**src/rtl/uart_fifo_bridge_if.sv**
```systemverilog
// CPU-side bus of the uart FIFO bridge: push/pop strobes, FIFO head data and status.
// The CPU side uses the master modport and the bridge uses the slave modport.
interface uart_fifo_bridge_if #(
    parameter int DEPTH_LOG2 = 4
);
    logic                  wr_en_i;
    logic [7:0]            wr_data_i;
    logic                  rd_en_i;
    logic [7:0]            rd_data_o;
    logic                  clear_flags_i;
    logic                  tx_full_o;
    logic                  tx_empty_o;
    logic                  rx_full_o;
    logic                  rx_empty_o;
    logic [DEPTH_LOG2:0]   tx_count_o;
    logic [DEPTH_LOG2:0]   rx_count_o;
    logic                  tx_overflow_o;
    logic                  rx_overrun_o;

    modport master (
        output wr_en_i, wr_data_i, rd_en_i, clear_flags_i,
        input  rd_data_o, tx_full_o, tx_empty_o, rx_full_o, rx_empty_o,
        input  tx_count_o, rx_count_o, tx_overflow_o, rx_overrun_o
    );

    modport slave (
        input  wr_en_i, wr_data_i, rd_en_i, clear_flags_i,
        output rd_data_o, tx_full_o, tx_empty_o, rx_full_o, rx_empty_o,
        output tx_count_o, rx_count_o, tx_overflow_o, rx_overrun_o
    );
endinterface

```
**src/rtl/uart_fifo_bridge.sv**
```systemverilog
// TX/RX byte FIFOs between the CPU bus and an 8N1 uart core, with a small
// launcher FSM that feeds queued bytes into the core through its start/busy handshake.
//
//  state  | meaning
//  -------+------------------------------------------------------------------
//  IDLE   | waiting for a queued byte and an idle core; launches and pops
//  LAUNCH | start pulse is on the wire this cycle; drops it next edge
//  GUARD  | one blind cycle so a core with registered busy is tolerated
module uart_fifo_bridge #(
    parameter int DEPTH_LOG2 = 4
) (
    input  logic                clk_i,
    input  logic                rst_i,
    uart_fifo_bridge_if.slave   bus,
    output logic [7:0]          uart_tx_data_o,
    output logic                uart_tx_start_o,
    input  logic                uart_tx_busy_i,
    input  logic [7:0]          uart_rx_data_i,
    input  logic                uart_rx_ready_i
);
    localparam int DEPTH = 1 << DEPTH_LOG2;
    localparam logic [DEPTH_LOG2:0] FULL_COUNT = (DEPTH_LOG2 + 1)'(DEPTH);

    typedef enum logic [1:0] {
        IDLE   = 2'd0,
        LAUNCH = 2'd1,
        GUARD  = 2'd2
    } launch_state_t;

    logic [7:0]            tx_mem [DEPTH];
    logic [DEPTH_LOG2-1:0] tx_wr_ptr;
    logic [DEPTH_LOG2-1:0] tx_rd_ptr;
    logic [DEPTH_LOG2:0]   tx_count;

    logic [7:0]            rx_mem [DEPTH];
    logic [DEPTH_LOG2-1:0] rx_wr_ptr;
    logic [DEPTH_LOG2-1:0] rx_rd_ptr;
    logic [DEPTH_LOG2:0]   rx_count;

    logic tx_full, tx_empty, rx_full, rx_empty;
    logic tx_push, tx_pop, rx_push, rx_pop;
    logic tx_overflow, rx_overrun;
    logic tx_drop, rx_drop;

    launch_state_t state, state_nxt;
    logic          launch;

    assign tx_full  = (tx_count == FULL_COUNT);
    assign tx_empty = (tx_count == '0);
    assign rx_full  = (rx_count == FULL_COUNT);
    assign rx_empty = (rx_count == '0);

    assign tx_push = bus.wr_en_i && !tx_full;
    assign tx_pop  = launch;
    assign tx_drop = bus.wr_en_i && tx_full;

    // A full RX FIFO still accepts a byte when the CPU pops in the same cycle.
    assign rx_pop  = bus.rd_en_i && !rx_empty;
    assign rx_push = uart_rx_ready_i && (!rx_full || bus.rd_en_i);
    assign rx_drop = uart_rx_ready_i && rx_full && !bus.rd_en_i;

    always_ff @(posedge clk_i) begin
        if (tx_push) begin
            tx_mem[tx_wr_ptr] <= bus.wr_data_i;
        end
        if (rx_push) begin
            rx_mem[rx_wr_ptr] <= uart_rx_data_i;
        end
    end

    always_ff @(posedge clk_i) begin
        if (rst_i) begin
            tx_wr_ptr <= '0;
            tx_rd_ptr <= '0;
            tx_count  <= '0;
        end else begin
            if (tx_push) begin
                tx_wr_ptr <= tx_wr_ptr + 1'b1;
            end
            if (tx_pop) begin
                tx_rd_ptr <= tx_rd_ptr + 1'b1;
            end
            case ({tx_push, tx_pop})
                2'b10:   tx_count <= tx_count + 1'b1;
                2'b01:   tx_count <= tx_count - 1'b1;
                default: tx_count <= tx_count;
            endcase
        end
    end

    always_ff @(posedge clk_i) begin
        if (rst_i) begin
            rx_wr_ptr <= '0;
            rx_rd_ptr <= '0;
            rx_count  <= '0;
        end else begin
            if (rx_push) begin
                rx_wr_ptr <= rx_wr_ptr + 1'b1;
            end
            if (rx_pop) begin
                rx_rd_ptr <= rx_rd_ptr + 1'b1;
            end
            case ({rx_push, rx_pop})
                2'b10:   rx_count <= rx_count + 1'b1;
                2'b01:   rx_count <= rx_count - 1'b1;
                default: rx_count <= rx_count;
            endcase
        end
    end

    // A new error in the same cycle as a clear keeps the flag set.
    always_ff @(posedge clk_i) begin
        if (rst_i) begin
            tx_overflow <= 1'b0;
            rx_overrun  <= 1'b0;
        end else begin
            if (tx_drop) begin
                tx_overflow <= 1'b1;
            end else if (bus.clear_flags_i) begin
                tx_overflow <= 1'b0;
            end
            if (rx_drop) begin
                rx_overrun <= 1'b1;
            end else if (bus.clear_flags_i) begin
                rx_overrun <= 1'b0;
            end
        end
    end

    always_ff @(posedge clk_i) begin
        if (rst_i) begin
            state <= IDLE;
        end else begin
            state <= state_nxt;
        end
    end

    always_comb begin
        state_nxt = state;
        launch    = 1'b0;
        case (state)
            IDLE: begin
                if (!tx_empty && !uart_tx_busy_i) begin
                    launch    = 1'b1;
                    state_nxt = LAUNCH;
                end
            end
            LAUNCH:  state_nxt = GUARD;
            GUARD:   state_nxt = IDLE;
            default: state_nxt = IDLE;
        endcase
    end

    // Data stays registered until the next launch so the core may sample it late.
    always_ff @(posedge clk_i) begin
        if (rst_i) begin
            uart_tx_start_o <= 1'b0;
            uart_tx_data_o  <= 8'h00;
        end else begin
            uart_tx_start_o <= launch;
            if (launch) begin
                uart_tx_data_o <= tx_mem[tx_rd_ptr];
            end
        end
    end

    assign bus.rd_data_o     = rx_mem[rx_rd_ptr];
    assign bus.tx_full_o     = tx_full;
    assign bus.tx_empty_o    = tx_empty;
    assign bus.rx_full_o     = rx_full;
    assign bus.rx_empty_o    = rx_empty;
    assign bus.tx_count_o    = tx_count;
    assign bus.rx_count_o    = rx_count;
    assign bus.tx_overflow_o = tx_overflow;
    assign bus.rx_overrun_o  = rx_overrun;
endmodule

```
**src/flat_wrapper.sv**
```systemverilog
// flat-port wrapper written by rule: the top's interface ports become plain ports
module uart_fifo_bridge_flat 
#(
    parameter int DEPTH_LOG2 = 4
)
  (clk_i, rst_i, uart_tx_data_o, uart_tx_start_o, uart_tx_busy_i, uart_rx_data_i, uart_rx_ready_i, bus_wr_en_i, bus_wr_data_i, bus_rd_en_i, bus_clear_flags_i, bus_rd_data_o, bus_tx_full_o, bus_tx_empty_o, bus_rx_full_o, bus_rx_empty_o, bus_tx_count_o, bus_rx_count_o, bus_tx_overflow_o, bus_rx_overrun_o);
  uart_fifo_bridge_if #(.DEPTH_LOG2(DEPTH_LOG2)) bus_i ();
  input  logic clk_i;
  input  logic rst_i;
  output logic [7:0] uart_tx_data_o;
  output logic uart_tx_start_o;
  input  logic uart_tx_busy_i;
  input  logic [7:0] uart_rx_data_i;
  input  logic uart_rx_ready_i;
  input wire logic [$bits(bus_i.wr_en_i)-1:0] bus_wr_en_i;
  input wire logic [$bits(bus_i.wr_data_i)-1:0] bus_wr_data_i;
  input wire logic [$bits(bus_i.rd_en_i)-1:0] bus_rd_en_i;
  input wire logic [$bits(bus_i.clear_flags_i)-1:0] bus_clear_flags_i;
  output wire logic [$bits(bus_i.rd_data_o)-1:0] bus_rd_data_o;
  output wire logic [$bits(bus_i.tx_full_o)-1:0] bus_tx_full_o;
  output wire logic [$bits(bus_i.tx_empty_o)-1:0] bus_tx_empty_o;
  output wire logic [$bits(bus_i.rx_full_o)-1:0] bus_rx_full_o;
  output wire logic [$bits(bus_i.rx_empty_o)-1:0] bus_rx_empty_o;
  output wire logic [$bits(bus_i.tx_count_o)-1:0] bus_tx_count_o;
  output wire logic [$bits(bus_i.rx_count_o)-1:0] bus_rx_count_o;
  output wire logic [$bits(bus_i.tx_overflow_o)-1:0] bus_tx_overflow_o;
  output wire logic [$bits(bus_i.rx_overrun_o)-1:0] bus_rx_overrun_o;
  assign bus_i.wr_en_i = bus_wr_en_i;
  assign bus_i.wr_data_i = bus_wr_data_i;
  assign bus_i.rd_en_i = bus_rd_en_i;
  assign bus_i.clear_flags_i = bus_clear_flags_i;
  assign bus_rd_data_o = bus_i.rd_data_o;
  assign bus_tx_full_o = bus_i.tx_full_o;
  assign bus_tx_empty_o = bus_i.tx_empty_o;
  assign bus_rx_full_o = bus_i.rx_full_o;
  assign bus_rx_empty_o = bus_i.rx_empty_o;
  assign bus_tx_count_o = bus_i.tx_count_o;
  assign bus_rx_count_o = bus_i.rx_count_o;
  assign bus_tx_overflow_o = bus_i.tx_overflow_o;
  assign bus_rx_overrun_o = bus_i.rx_overrun_o;
  uart_fifo_bridge #(.DEPTH_LOG2(DEPTH_LOG2)) u_core (.clk_i(clk_i), .rst_i(rst_i), .bus(bus_i), .uart_tx_data_o(uart_tx_data_o), .uart_tx_start_o(uart_tx_start_o), .uart_tx_busy_i(uart_tx_busy_i), .uart_rx_data_i(uart_rx_data_i), .uart_rx_ready_i(uart_rx_ready_i));
endmodule
```
**config.mk**
```make
export PLATFORM = sky130hd
export DESIGN_NAME = uart_fifo_bridge_flat
export DESIGN_NICKNAME = d
export VERILOG_FILES = /design/src/rtl/uart_fifo_bridge_if.sv /design/src/rtl/uart_fifo_bridge.sv /design/src/flat_wrapper.sv
export SDC_FILE = /design/constraint.sdc
export NUM_CORES = 1
export LEC_CHECK = 0
export ABC_AREA = 1
export CORE_MARGIN = 1.5
export CORE_UTILIZATION = 55
export DETAILED_ROUTE_END_ITERATION = 10
export PLACE_DENSITY = 0.73
export SYNTH_ARGS = -nofsm -noshare
export SYNTH_HDL_FRONTEND = slang
export SYNTH_SLANG_ARGS = --single-unit
```
**constraint.sdc**
```tcl
create_clock -name clk_i -period 3 [get_ports clk_i]
set_input_delay 0.45 -clock clk_i [delete_from_list [all_inputs] [get_ports clk_i]]
set_output_delay 0.45 -clock clk_i [all_outputs]
set_load 0.02 [all_outputs]
```
==> results of run 1 <==
==> logic make-up after synthesis <==
| logic type | after synthesis |
|---|---|
| AO/OA/AOI/OAI | 146 |
| XOR/XNOR | 10 |
| adder cells (fa/ha/maj) | 18 |
| buffers and inverters | 243 |
| flip-flops | 299 |
| AND/OR/NAND/NOR | 508 |
==> sequential cells by signal, summed over array words and instances, names as in the netlist, 5 cells and up, named ones only <==
name / cells
u_core.rx_mem: 128
u_core.tx_mem: 128
u_core.uart_tx_data_o: 8
u_core.bus.rx_count_o: 5
u_core.bus.tx_count_o: 5
==> cells in the final DEF, fill, tap and decap left out, types with 8 or more instances in the layout <==
master / Yosys / routed
nand2_1: 263 / 263
clkdlybuf4s50_1: 0 / 55
o21ai_0: 47 / 47
ha_1: 17 / 17
o211ai_1: 32 / 32
nor2_1: 77 / 77
dfxtp_1: 43 / 40
buf_4: 8 / 38
a21oi_1: 57 / 57
o21ai_1: 8 / 8
edfxtp_1: 256 / 256
xor2_1: 8 / 8
inv_1: 180 / 180
clkbuf_16: 0 / 31
clkbuf_1: 14 / 8
nand3_1: 154 / 154
==> layer usage <==
layer  routed length [um]  GRT usage [%]  vias to the layer above
met5                    0              0                        -
met4                  344           5.12                        0
met3                 2160           3.25                       31
met2                12200           35.6                      314
met1                12100           33.4                     4082
li1                     -              -                     4226
==> worst max-delay path, stage by stage, from the launching register on <==
cell and delay [ns]:
dfxtp_4 0.39, buf_12 0.28, o211ai_1 0.15, nand3_1 0.11
nand3_1 0.14, nand2_1 0.10, clkdlybuf4s50_1 0.64
==> final cells by class <==
| cell class | instances | area [sq um] |
|---|---|---|
| well taps | 313 | 392 |
| clock buffers | 43 | 861 |
| clock inverters | 11 | 104 |
| fillers | 1719 | 7980 |
| flip-flops and latches | 299 | 8550 |
| multi-input cells | 682 | 3270 |
| inverters | 187 | 702 |
| repair buffers | 97 | 916 |
==> metrics by stage <==
step | total power (uW) | worst slack [ns] | hold slack, ns | instance area, sq um
2_1_floorplan | 7300 | 0.661 | 0.391 | 12800
3_3_place_gp | 8290 | 0.388 | 0.406 | 13800
3_5_place_dp | 8350 | 0.332 | 0.408 | 13800
4_1_cts | 12000 | 0.172 | 0.416 | 14800
5_1_grt | 12600 | 0.0664 | 0.429 | 14800
6_report | 11900 | 0.189 | 0.415 | 14800
==> power by group through the flow <==
stage                     sequential (uW)  clock, uW  combinational [uW]
after CTS                            4940       3680                3350
after global routing                 4970       3840                3740
after detailed placement             5030          0                3320
after floorplan                      5070          0                2220
final                                4940       3640                3350
after global placement               5030          0                3260
==> worst paths after layout <==
path	start	endpoint
worst max-delay path	flip-flop	bus_rd_data_o[0]
worst min-delay path	u_core.state[1]	u_core.state[1]
worst max register to register	u_core.bus.rx_count_o[2]	u_core.bus.rx_count_o[4]
worst min register to register	u_core.state[1]	u_core.state[1]
==> reports/results.ini, run 1 <==
[synthesis]
muxShareOfSynthArea_pct = 0
ys.flop_type = edfxtp_1
synthTopCellsByCount = nand2_1, edfxtp_1, inv_1, nand3_1, nor2_1
post_synth_xor_area_fraction_pct = 0.683
synth_compound_area_share_pct = 6.36
synthSimpleGateAreaFrac_pct = 16.7
synth.most_common_cell = nand2_1
netlist_area_sq_um = 12800
synth_nets = 1265
synth_seq_area_share_pct = 66.7
synthAdderAreaFrac_pct = 1.82
synth.distinct_cells = 29
syn-mean-instance-area_sq_um = 10.5
async_flop_share_pct = 0
netlist.area_leader.share_pct = 60.0
synth_top_family_by_area = simple AND/OR/NAND/NOR gates
synth-edff-count = 256
yosysWarningCount = 0
synth.area.top_cells = edfxtp_1, nand2_1, dfxtp_1, nand3_1, inv_1
yosysTopAreaCell = edfxtp_1
synth_cells = 1224
ys_ff_latch = 299

[clock_tree]
numCtsBuffers = 30
post_cts_buffers = 0
cts_sinks = 299
cts-htree-levels = 1
clk_pin_slew_ns = 0.06
worstSkewPairLatency_ns = 0.56
cts_hold_buf = 0
clockRootBuffer = clkbuf_16
cts_buffer_depth = 3
ctsResizeCount = 0
cts_tree = built

[worst_setup_path]
crit_fanout = 80
critPathKind = flip-flop to primary output
arrival_ns = 2.36
start_kind = flip-flop
required_ns = 2.55
end_kind = primary output
rrSetupSlack_ns = 0.66
reg2regPathDepth = 16

[placed_design]
gp_congestion = 0.840
dpl.hpwl_um = 16700
dpl.cell_count = 1578
numPortBuffers = 55

[pwr]
pwr-share-clk_pct = 30.5
pwr-share-comb_pct = 28.1
p_seq_share_pct = 41.4
p_sw_uw = 3800
switching_share_pct = 31.8
leakage_uw = 0.00591
power_density_nw_per_um2 = 806
ir_worst_vdd_v = 0.000848
intPower_uw = 8130

[sta]
min_period_over_period_pct = 93.7
skew_ns = 0.0199
tns_ns = 0
timing.fmax_mhz = 356
hold_viol_final = 0
max-slew-margin-rel_pct = 49.9
fin_crit_ns = 2.81
slew_violations = 0
rsz0062_at_grt = false
worst_pin_slew_ns = 0.750
setup_violations = 0

[cells_and_area]
layout.cells.non_filler = 1632
syn_to_final_growth_pct = 15.5
drive_above_1_share_pct = 7.66
final_util_pct = 65.0
final_nets = 1338
antenna-diode-count = 0

[detailed_routing]
ant_nets = 0
first_pass_iters = 6
via_count = 8653
first_iter_violations = 774
routedWlPerCell_um = 16.4
drcViolationCount = 0
wl_um = 26800
via_per_inst = 5.30

[global_route]
track_usage_pct = 22.5
antenna_found_initial = 0
grt_max_degree = 81
grt_overflow = 0
grt_pass1_wl_um = 42500
grt_pass1_vias = 8169

[floorplan]
die_y_um = 156
core_area_sq_um = 22800
dieArea_sq_um = 24200
rows = 55
initial_core_util_pct = 56.3
ioPinCount = 56
fp.dieW_um = 156

[worst_hold_path]
hold_path.class = flip-flop to flip-flop
hold_depth = 1

[run]
maxCapViolCount = 0

[outcome]
status = complete, no violations

Power figures use the tool's default switching activity.
==> run 2: changes to the inputs <==
- SKIP_LAST_GASP: not set -> 1
==> results of run 2 <==
The final DEF is identical to that of run 1; final timing and power are the same.
